`src/rtl/sdu_pkg.sv`:
```
// Serial debug unit shared definitions.
// Receive FSM encoding, defaults and vote helper.
package sdu_pkg;
  localparam int OVS_DEF = 16;
  localparam int DATA_BITS_DEF = 8;
  localparam int SYNC_LEN_DEF = 2;

  typedef logic [1:0] rx_state_t;
  localparam rx_state_t S_IDLE  = 2'd0;
  localparam rx_state_t S_START = 2'd1;
  localparam rx_state_t S_DATA  = 2'd2;
  localparam rx_state_t S_STOP  = 2'd3;

  function automatic int mid_lo(input int ovs);
    return ovs / 2 - 1;
  endfunction

  function automatic int mid_hi(input int ovs);
    return ovs / 2 + 1;
  endfunction

  function automatic logic maj3(
    input logic a,
    input logic b,
    input logic c
  );
    return (a & b) | (a & c) | (b & c);
  endfunction
endpackage

```
`src/rtl/uart_rx_sync.sv`:
```
// rxd input synchronizer.
// Resets to the idle-high level of the line.
module uart_rx_sync #(
  parameter int SYNC_LEN = 2
) (
  input  logic clk,
  input  logic rstn,
  input  logic d,
  output logic q
);
  logic [SYNC_LEN-1:0] ff;

  always_ff @(posedge clk or negedge rstn) begin
    if (!rstn) ff <= '1;
    else       ff <= {ff[SYNC_LEN-2:0], d};
  end

  assign q = ff[SYNC_LEN-1];
endmodule

```
`src/rtl/uart_rx_16x.sv`:
```
// 8N1 UART receiver, 16x oversampled.
// Majority vote per bit, vld/rdy holding register.
module uart_rx_16x
  import sdu_pkg::*;
#(
  parameter int OVS       = OVS_DEF,
  parameter int DATA_BITS = DATA_BITS_DEF,
  parameter int SYNC_LEN  = SYNC_LEN_DEF
) (
  input  logic                 clk,
  input  logic                 rstn,
  input  logic                 rxd,
  output logic [DATA_BITS-1:0] d_rx,
  output logic                 vld_rx,
  input  logic                 rdy_rx,
  output logic                 frame_err,
  output logic                 overrun
);
  localparam int TW = $clog2(OVS);
  localparam int BW = $clog2(DATA_BITS);
  localparam logic [TW-1:0] T_LO  = TW'(mid_lo(OVS));
  localparam logic [TW-1:0] T_MID = TW'(OVS / 2);
  localparam logic [TW-1:0] T_HI  = TW'(mid_hi(OVS));
  localparam logic [TW-1:0] T_END = TW'(OVS - 1);
  localparam logic [BW-1:0] B_END = BW'(DATA_BITS - 1);

  rx_state_t            state;
  rx_state_t            state_n;
  logic [TW-1:0]        tc;
  logic [BW-1:0]        bcnt;
  logic [DATA_BITS-1:0] sh;
  logic                 rs;
  logic                 s_lo;
  logic                 s_mid;
  logic                 vote;
  logic                 done;
  logic                 ferr;
  logic                 accept;

  uart_rx_sync #(.SYNC_LEN(SYNC_LEN)) u_sync (
    .clk  (clk),
    .rstn (rstn),
    .d    (rxd),
    .q    (rs)
  );

  assign vote   = maj3(s_lo, s_mid, rs);
  assign accept = vld_rx & rdy_rx;

  always_ff @(posedge clk or negedge rstn) begin
    if (!rstn) state <= S_IDLE;
    else       state <= state_n;
  end

  always_comb begin
    state_n = state;
    unique case (state)
      S_IDLE:
        if (!rs) state_n = S_START;
      S_START:
        if (tc == T_HI && vote) state_n = S_IDLE;
        else if (tc == T_END)   state_n = S_DATA;
      S_DATA:
        if (tc == T_END && bcnt == B_END)
          state_n = S_STOP;
      S_STOP:
        if (tc == T_HI) state_n = S_IDLE;
      default: state_n = S_IDLE;
    endcase
  end

  always_comb begin
    done = 1'b0;
    ferr = 1'b0;
    if (state == S_STOP && tc == T_HI) begin
      done = vote;
      ferr = !vote;
    end
  end

  // The IDLE cycle that sees the start edge counts as tc 0.
  always_ff @(posedge clk or negedge rstn) begin
    if (!rstn) begin
      tc    <= '0;
      bcnt  <= '0;
      sh    <= '0;
      s_lo  <= 1'b1;
      s_mid <= 1'b1;
    end else begin
      if (state == S_IDLE)
        tc <= rs ? '0 : TW'(1);
      else if (state_n == S_IDLE || tc == T_END)
        tc <= '0;
      else
        tc <= tc + TW'(1);
      if (tc == T_LO)  s_lo  <= rs;
      if (tc == T_MID) s_mid <= rs;
      if (state == S_START && state_n == S_DATA)
        bcnt <= '0;
      else if (state == S_DATA && tc == T_END && state_n == S_DATA)
        bcnt <= bcnt + BW'(1);
      if (state == S_DATA && tc == T_HI)
        sh <= {vote, sh[DATA_BITS-1:1]};
    end
  end

  always_ff @(posedge clk or negedge rstn) begin
    if (!rstn) begin
      d_rx      <= '0;
      vld_rx    <= 1'b0;
      frame_err <= 1'b0;
      overrun   <= 1'b0;
    end else begin
      frame_err <= ferr;
      overrun   <= done & vld_rx & !accept;
      if (done && (!vld_rx || accept)) begin
        d_rx   <= sh;
        vld_rx <= 1'b1;
      end else if (accept) begin
        vld_rx <= 1'b0;
      end
    end
  end
endmodule
```
`config.mk`:
```
export PLATFORM = sky130hd
export DESIGN_NAME = uart_rx_16x
export DESIGN_NICKNAME = d
export VERILOG_FILES = /design/src/rtl/sdu_pkg.sv /design/src/rtl/uart_rx_sync.sv /design/src/rtl/uart_rx_16x.sv
export SDC_FILE = /design/constraint.sdc
export NUM_CORES = 1
export LEC_CHECK = 0
export ABC_CLOCK_PERIOD_IN_PS = 4000
export CORE_ASPECT_RATIO = 0.75
export CORE_MARGIN = 3
export CORE_UTILIZATION = 58
export CTS_CLUSTER_SIZE = 8
export DETAILED_ROUTE_END_ITERATION = 10
export MAX_ROUTING_LAYER = met4
export PLACE_DENSITY = 0.82
export SKIP_CTS_REPAIR_TIMING = 1
export SLEW_MARGIN = 20
export SYNTH_ARGS = -nofsm -noshare
export SYNTH_HDL_FRONTEND = slang
export SYNTH_SLANG_ARGS = --single-unit
```
`constraint.sdc`:
```
create_clock -name clk -period 4 [get_ports clk]
set_clock_uncertainty 0.05 [all_clocks]
set_input_delay 1 -clock clk [delete_from_list [all_inputs] [get_ports clk]]
set_output_delay 1 -clock clk [all_outputs]
set_load 0.1 [all_outputs]
```
==> results of run 1 <==
-- cells in the final DEF, fill, tap and decap left out, types with 3 or more instances in the layout --
cell type / instances
clkbuf_4: 5
clkdlybuf4s50_1: 14
dfrtp_1: 28
dfstp_2: 4
ha_1: 5
inv_1: 5
mux2_2: 18
nand2_1: 4
nand3_1: 4
o2bb2ai_1: 3
-- final cells by class --
cell class,count,area [µm²]
flip-flops and latches,32,806
repair buffers,15,148
clock buffers,8,58.8
well taps,34,42.5
fillers,170,659
inverters,5,18.8
multi-input cells,67,613
-- flip-flops by register name, summed over array words and instances (netlist names), 2 cells and up --
register   cells
d_rx           8
sh             8
tc             4
bcnt           3
state          2
u_sync.ff      2
-- stage by stage --
stage,instance area [µm²],utilization [%]
after floorplan,1470,-
after global placement,1630,69.4
after detailed placement,1630,69.4
after CTS,1690,71.9
after global routing,1690,71.9
final,1690,71.9
-- how the worst max path moves through the flow --
stage               cells past startpoint  slack (ns)       to
detailed placement                      1        1.48  d_rx[2]
floorplan                               0        2.05   vld_rx
global route                            1        1.07  d_rx[7]
CTS                                     1        1.10  d_rx[2]
global placement                        1        1.50  d_rx[2]
finish                                  1        1.12  d_rx[2]
-- per-layer routing --
metal  global-route usage, %  part of all wire, %  vias to the layer above
met3                    5.92                  3.9                        8
met5                       -                    0                        -
met2                    27.6                   46                       14
met4                    11.9                  2.7                        0
met1                    23.4                   47                      456
li1                        -                    -                      430
-- power breakdown --
part           internal, W  switching [W]
Sequential        0.000382      0.0000747
Clock            0.0000866      0.0000992
Combinational     0.000117       0.000145
Total             0.000586       0.000319
-- cells by family after synthesis --
logic type | count (synthesis) | synth area share (%)
AOI/OAI and AO/OA | 13 | 7.75
and+or+nand+nor | 28 | 14.0
buffers and inverters | 9 | 3.49
adders and majority gates | 6 | 5.02
DFF | 32 | 54.8
xor gates and xnor gates | 2 | 1.19
muxes | 18 | 13.8
==> summary.md, run 1 <==
The tools report the count of pins on the block boundary as 15. The tools report the placeable core region as 2350 µm². The area growth from synthesis to layout is 14.7%.

The routed via count divided by cell count is 5.64, and the post-route worst setup slack is 1.12 ns. The commonest cells after synthesis are dfrtp_1 (28), mux2_2 (18), ha_1 (5), inv_1 (5). The class of the most critical hold timing path was register to register.

The detailed router finished its first iteration with 60 violations. The first-pass detailed-route iteration total was 3; the highest achievable clock rate was 347 MHz. For the pin with the worst max-slew slack, the measured transition is 0.978 ns. The clock root buffer is clkbuf_4. The width of the die is 64.1 µm. Once detail routing completed, the nets flagged for antenna violations numbered 0. The number of instances on the worst hold path is 0. After clock tree synthesis, the clock-pin slew on the worst setup and hold paths is 0.09 ns. Setup repair after global routing left no endpoint under its margin. The largest stage delay on the critical path is 1.14 ns. The clock passes through at most 2 buffers. Detailed routing inserted a total of 908 vias. TritonCTS built the clock tree. Summed over all layers, the global routing overflow is 0. The logs give 947 for the via count of the first global-routing pass and 161 for the number of standard cells in the final layout excluding fillers. The clock period could shrink to 2.88 ns. Entering global routing, the biggest net connects 33 pins. For the number of failing setup endpoints in the final timing report, the log shows 0. The die covers 3180 µm².

Yosys printed 0 warnings. The leading area contributor after synthesis was dfrtp_1. The worst-path cell with the longest stage delay was clkdlybuf4s50_1.

Clock tree synthesis inserted a total of 5 buffers. Dividing the detail-routed wire length by the instance count gives 14.6 µm. The H-tree was split into 2 levels. The depth of the worst register-to-register path works out to 4. The worst vdd rail ir drop was 0.371 mV; the clock insertion delay at the later pin of the skew report was 0.33 ns. In this run the critical register-to-register path is launched from tc[0]$_DFF_PN0_. The net count after synthesis was 117; the final count of hold timing violations was 0. The final layout contains routed wiring with a total length of 2.36 mm. The share of synthesized area in the top cell type comes to 47.7%. Of the synthesized area, sequential elements account for 54.8%. The placed instance count was 153; the clock net sink count was 32. In this run the most critical hold path is launched from u_sync.ff[0]$_DFF_PN1_. The startpoint type of the worst setup path is a register.

Traced cell by cell, the critical path runs through clkdlybuf4s50_1. The repair_antennas step left the layout with diodes totalling 0. The cell count after synthesis came out at 108. The setup check on the worst reg-to-reg path leaves a slack of 2.24 ns. The endpoint with the worst hold slack is u_sync.ff[1]$_DFF_PN1_.

In this run the power density over the cells is 536 nW/µm². The floorplan has 15 rows. The initial utilization of the core area, before any placement, comes to 62.7%. The number of enable-type register cells in the synthesized netlist was 0; the synthesized area divided by synthesized cell count was 13.6 µm². The most used flip-flop cell after synthesis is dfrtp_1. The async set-reset flop share out of synthesis works out to 100%. The number of buffers and inverters on the critical path came out at 1.

DRC violation count after routing: 0. The synthesis-stage register bit count is 32, and the arrival time at the worst endpoint is 1.83 ns. The congestion estimate from routability-driven global placement came to 0.768. The run gives 19.1% as the total track usage. Biggest fanout along the worst timing path: 2. In this run the tool buffered the top-level ports with 14 buffer cells. The number of nets in the final layout came out at 135. STA classifies the critical path endpoint as an output pin.

For the required arrival time at the worst endpoint, the log shows 2.95 ns. Hold timing on the final database bottoms out at a slack of 0.313 ns. Adding up every negative setup slack in the final design gives 0 ns. For the number of antenna violations at the first check in global routing, the log shows 0. The height of the die works out to 49.6 µm.

The static power due to leakage was 0.795 nW. The critical path is of the register to output pin type. Sorting the synthesized cells by area gives the leading types as dfrtp_1 (48%), mux2_2 (14%), dfstp_2 (7.1%). In the final layout, the share of cells above drive strength 1 is 28.3%.

Summing internal, switching and leakage power gives 0.000904 W. In the finished design, the share of the clock period the worst path needs comes to 72.0%. The endpoint identified for the worst register-to-register timing path is tc[0]$_DFF_PN0_.

The netlist uses 38 different library cells. OpenSTA, run right after detailed placement, puts the worst setup slack at 1.48 ns. The run finished with clean final reports. dfrtp_1 is the most common cell in the netlist. In this design, the largest share of critical-path delay is due to buffers and inverters. The tightest slew margin relative to the limit is 34.6%.

For the half-perimeter wire length after detailed placement, the log shows 1.66 mm. The logs give 1470 µm² for the synthesized cell area and 0 for the max-capacitance violation count. The first global-routing pass estimated 4.44 mm of wire. The tools report the final-report max-slew violation count as 0. The critical path starts at d_rx[2]$_DFFE_PN0P_.
No activity file was read; power rests on OpenSTA's default activity.
==> run 2: changes to the inputs <==
--- a/config.mk
+++ b/config.mk
@@ -5,14 +5,14 @@
 export SDC_FILE = /design/constraint.sdc
 export NUM_CORES = 1
 export LEC_CHECK = 0
-export ABC_CLOCK_PERIOD_IN_PS = 4000
+export ABC_CLOCK_PERIOD_IN_PS = 2460
 export CORE_ASPECT_RATIO = 0.75
 export CORE_MARGIN = 3
-export CORE_UTILIZATION = 58
+export CORE_UTILIZATION = 50
 export CTS_CLUSTER_SIZE = 8
 export DETAILED_ROUTE_END_ITERATION = 10
 export MAX_ROUTING_LAYER = met4
-export PLACE_DENSITY = 0.82
+export PLACE_DENSITY = 0.75
 export SKIP_CTS_REPAIR_TIMING = 1
 export SLEW_MARGIN = 20
 export SYNTH_ARGS = -nofsm -noshare
==> constraint.sdc (replaced) <==
create_clock -name clk -period 2.46 [get_ports clk]
set_clock_uncertainty 0.05 [all_clocks]
set_input_delay 0.615 -clock clk [delete_from_list [all_inputs] [get_ports clk]]
set_output_delay 0.615 -clock clk [all_outputs]
set_load 0.1 [all_outputs]
==> summary.md, run 2 (same netlist as run 1, synthesis figures left out) <==
The clock reaches the later pin of the worst-skew pair after 0.28 ns. Clock root buffer: clkbuf_8. STA classifies the critical path startpoint as a register. The filler cells instantiated in the layout total 209. During placement, the flow inserted port buffers numbering 14. In this run, the number of DRC markers left after iteration 0 of detailed routing was 18.

Setup repair after global routing left no endpoint under its margin. The height of the die is 53.0 µm, and the post-detailed-route count of antenna-violating nets is 0. Busiest metal layer after global routing: met2. The logs give 0 for the final-report max-slew violation count and 2 for the maximum root-to-sink buffer count.

The type of the setup path with the least slack is register to register. For met3 alone, demand over resource in global routing was 6.37%. For the global routing met2 resource utilization, the log shows 25.8%.

In this run the worst path has a maximum fanout of 8. Cells with a size suffix above 1 make up 37.0% of the layout. The worst path in the final design needs a cycle of 1.77 ns, including I/O delays and setup. 0 antenna diodes ended up in the layout. The run gives 0 as the number of antenna violations at the first check in global routing.

Headroom to the max-slew limit came out at 69.7%. For the highest achievable clock rate, the log shows 564 MHz. Across all layers, the routed design uses 902 vias. Routability-driven placement finished with a final weighted congestion of 0.807. Placeable core region: 2700 µm².

The routed via count divided by cell count came out at 5.53. The first global-routing pass estimated 4.33 mm of wire. Across all hold checks on the routed design, the worst slack comes to 0.306 ns.

First-pass detailed-route iteration total: 3. The run finished with clean final reports. In the layout the commonest cells are dfrtp_1 (28), mux2_2 (18), buf_4 (12). Clock-pin slew was measured on the worst setup and hold paths at 0.06 ns.

Overall overflow remaining after global route: 0. Across the VDD grid, the largest voltage drop is 0.554 mV. Global routing used 17.1% of the available tracks. In the final routed layout, each cell accounts on average for 14.8 µm. After detailed routing, the total wire length is 2.41 mm. The class of the most critical hold timing path is register to register. Setup violations remaining at the end of the flow were counted as 0. The number of cell rows was 16.

The synthesis-to-finish area growth is 14.6%. The H-tree level count was 2. For the worst setup path, the data required time is 2.57 ns. In the routed design, unresolved DRC markers number 0. The power per standard cell area was 915 nW/µm². Counting the buffers created by CTS gives 5. The half-perimeter wire length after detailed placement was 1.78 mm. For this design the static power due to leakage is 0.827 nW. Met1 track demand over resource: 20.5%. Entering global routing, the biggest net connects 33 pins.

Arrival time at the worst endpoint: 1.88 ns. For this configuration, the core starts out at a cell density of 54.4%. The run gives 0 ns as the setup TNS after final layout. The die is 68.6 µm wide. Counting every sink on the clock net gives 32. The die covers 3630 µm². Pin placement for this block handled 15 I/O pins.

The transition time at the pin with the least slew margin was 0.453 ns. For the via count of the first global-routing pass, the log shows 944. The type of element capturing the critical path was a register. The worst path uses 72.1% of the clock period.

TritonCTS built the clock tree. The largest registers in the layout are d_rx: 8 flops, sh: 8 flops, tc: 4 flops. After the last flow step, the layout net total stands at 135. Leaving out fill and tap cells, the most frequent cell in the layout is dfrtp_1. The max-capacitance violation count is 0, and the final count of hold timing violations is 0.
==> run 2: cell count changes in the layout (fill, tap and decap cells not counted), sizes merged <==
cell | before | now
buf | 1 | 12
clkdlybuf4s50 | 14 | 3
clkbuf | 8 | 7
clkinv | 0 | 1
==> run 2: final timing paths <==
kind	cells after the start	to	start	slack, ns
setup / recovery	5	sh[7]$_DFFE_PN0P_	tc[1]$_DFF_PN0_	0.69
hold / removal	0	u_sync.ff[1]$_DFF_PN1_	u_sync.ff[0]$_DFF_PN1_	0.31
setup reg to reg	5	sh[7]$_DFFE_PN0P_	tc[1]$_DFF_PN0_	0.69
hold reg to reg	0	u_sync.ff[1]$_DFF_PN1_	u_sync.ff[0]$_DFF_PN1_	0.31
max in group asynchronous	2	s_mid$_DFFE_PN1N_	rstn	1.36
min in group asynchronous	2	sh[0]$_DFFE_PN0P_	rstn	0.67
==> run 2: cell type report <==
type	instances	area [µm²]	share of cell area, %
Clock buffer	7	76.3	4.53
Clock inverter	1	5.00	0.297
Inverter	5	18.8	1.11
Multi-Input combinational cell	67	613	36.4
Sequential cell	32	806	47.8
Tap cell	36	45.0	2.67
Timing Repair Buffer	15	120	7.13
==> run 2: layer usage <==
layer / share of wire (%) / wire length [µm]
met1: 47 / 1140
met2: 48 / 1150
met3: 4.7 / 114
met4: 0.25 / 6
met5: 0 / 0
==> run 2: where the power goes <==
part	total, W	internal, W	switching [W]	leakage, nW
sequential	0.000746	0.000622	0.000124	0.418
combinational	0.000424	0.000190	0.000235	0.367
clock	0.000371	0.000198	0.000173	0.0422
total	0.00154	0.00101	0.000531	0.827
==> run 2: critical path, cell delays in order, from the launching register on <==
cell and delay (ns):
dfrtp_1 0.39, inv_1 0.08, ha_1 0.25, nand3b_4 0.12
nor3_4 0.38, mux2_2 0.39
==> run 2: stage by stage <==
stage          util [%]  setup WS (ns)  instance area, µm²  cells  power, W
6_report           62.3          0.686                1680    163   0.00154
5_1_grt            62.3          0.572                1680    163   0.00165
4_1_cts            62.3          0.671                1680    163   0.00155
3_5_place_dp       59.3          0.520                1600    155   0.00118
3_3_place_gp       59.3          0.539                1600    155   0.00116
2_1_floorplan         -          0.596                1470    108   0.00109
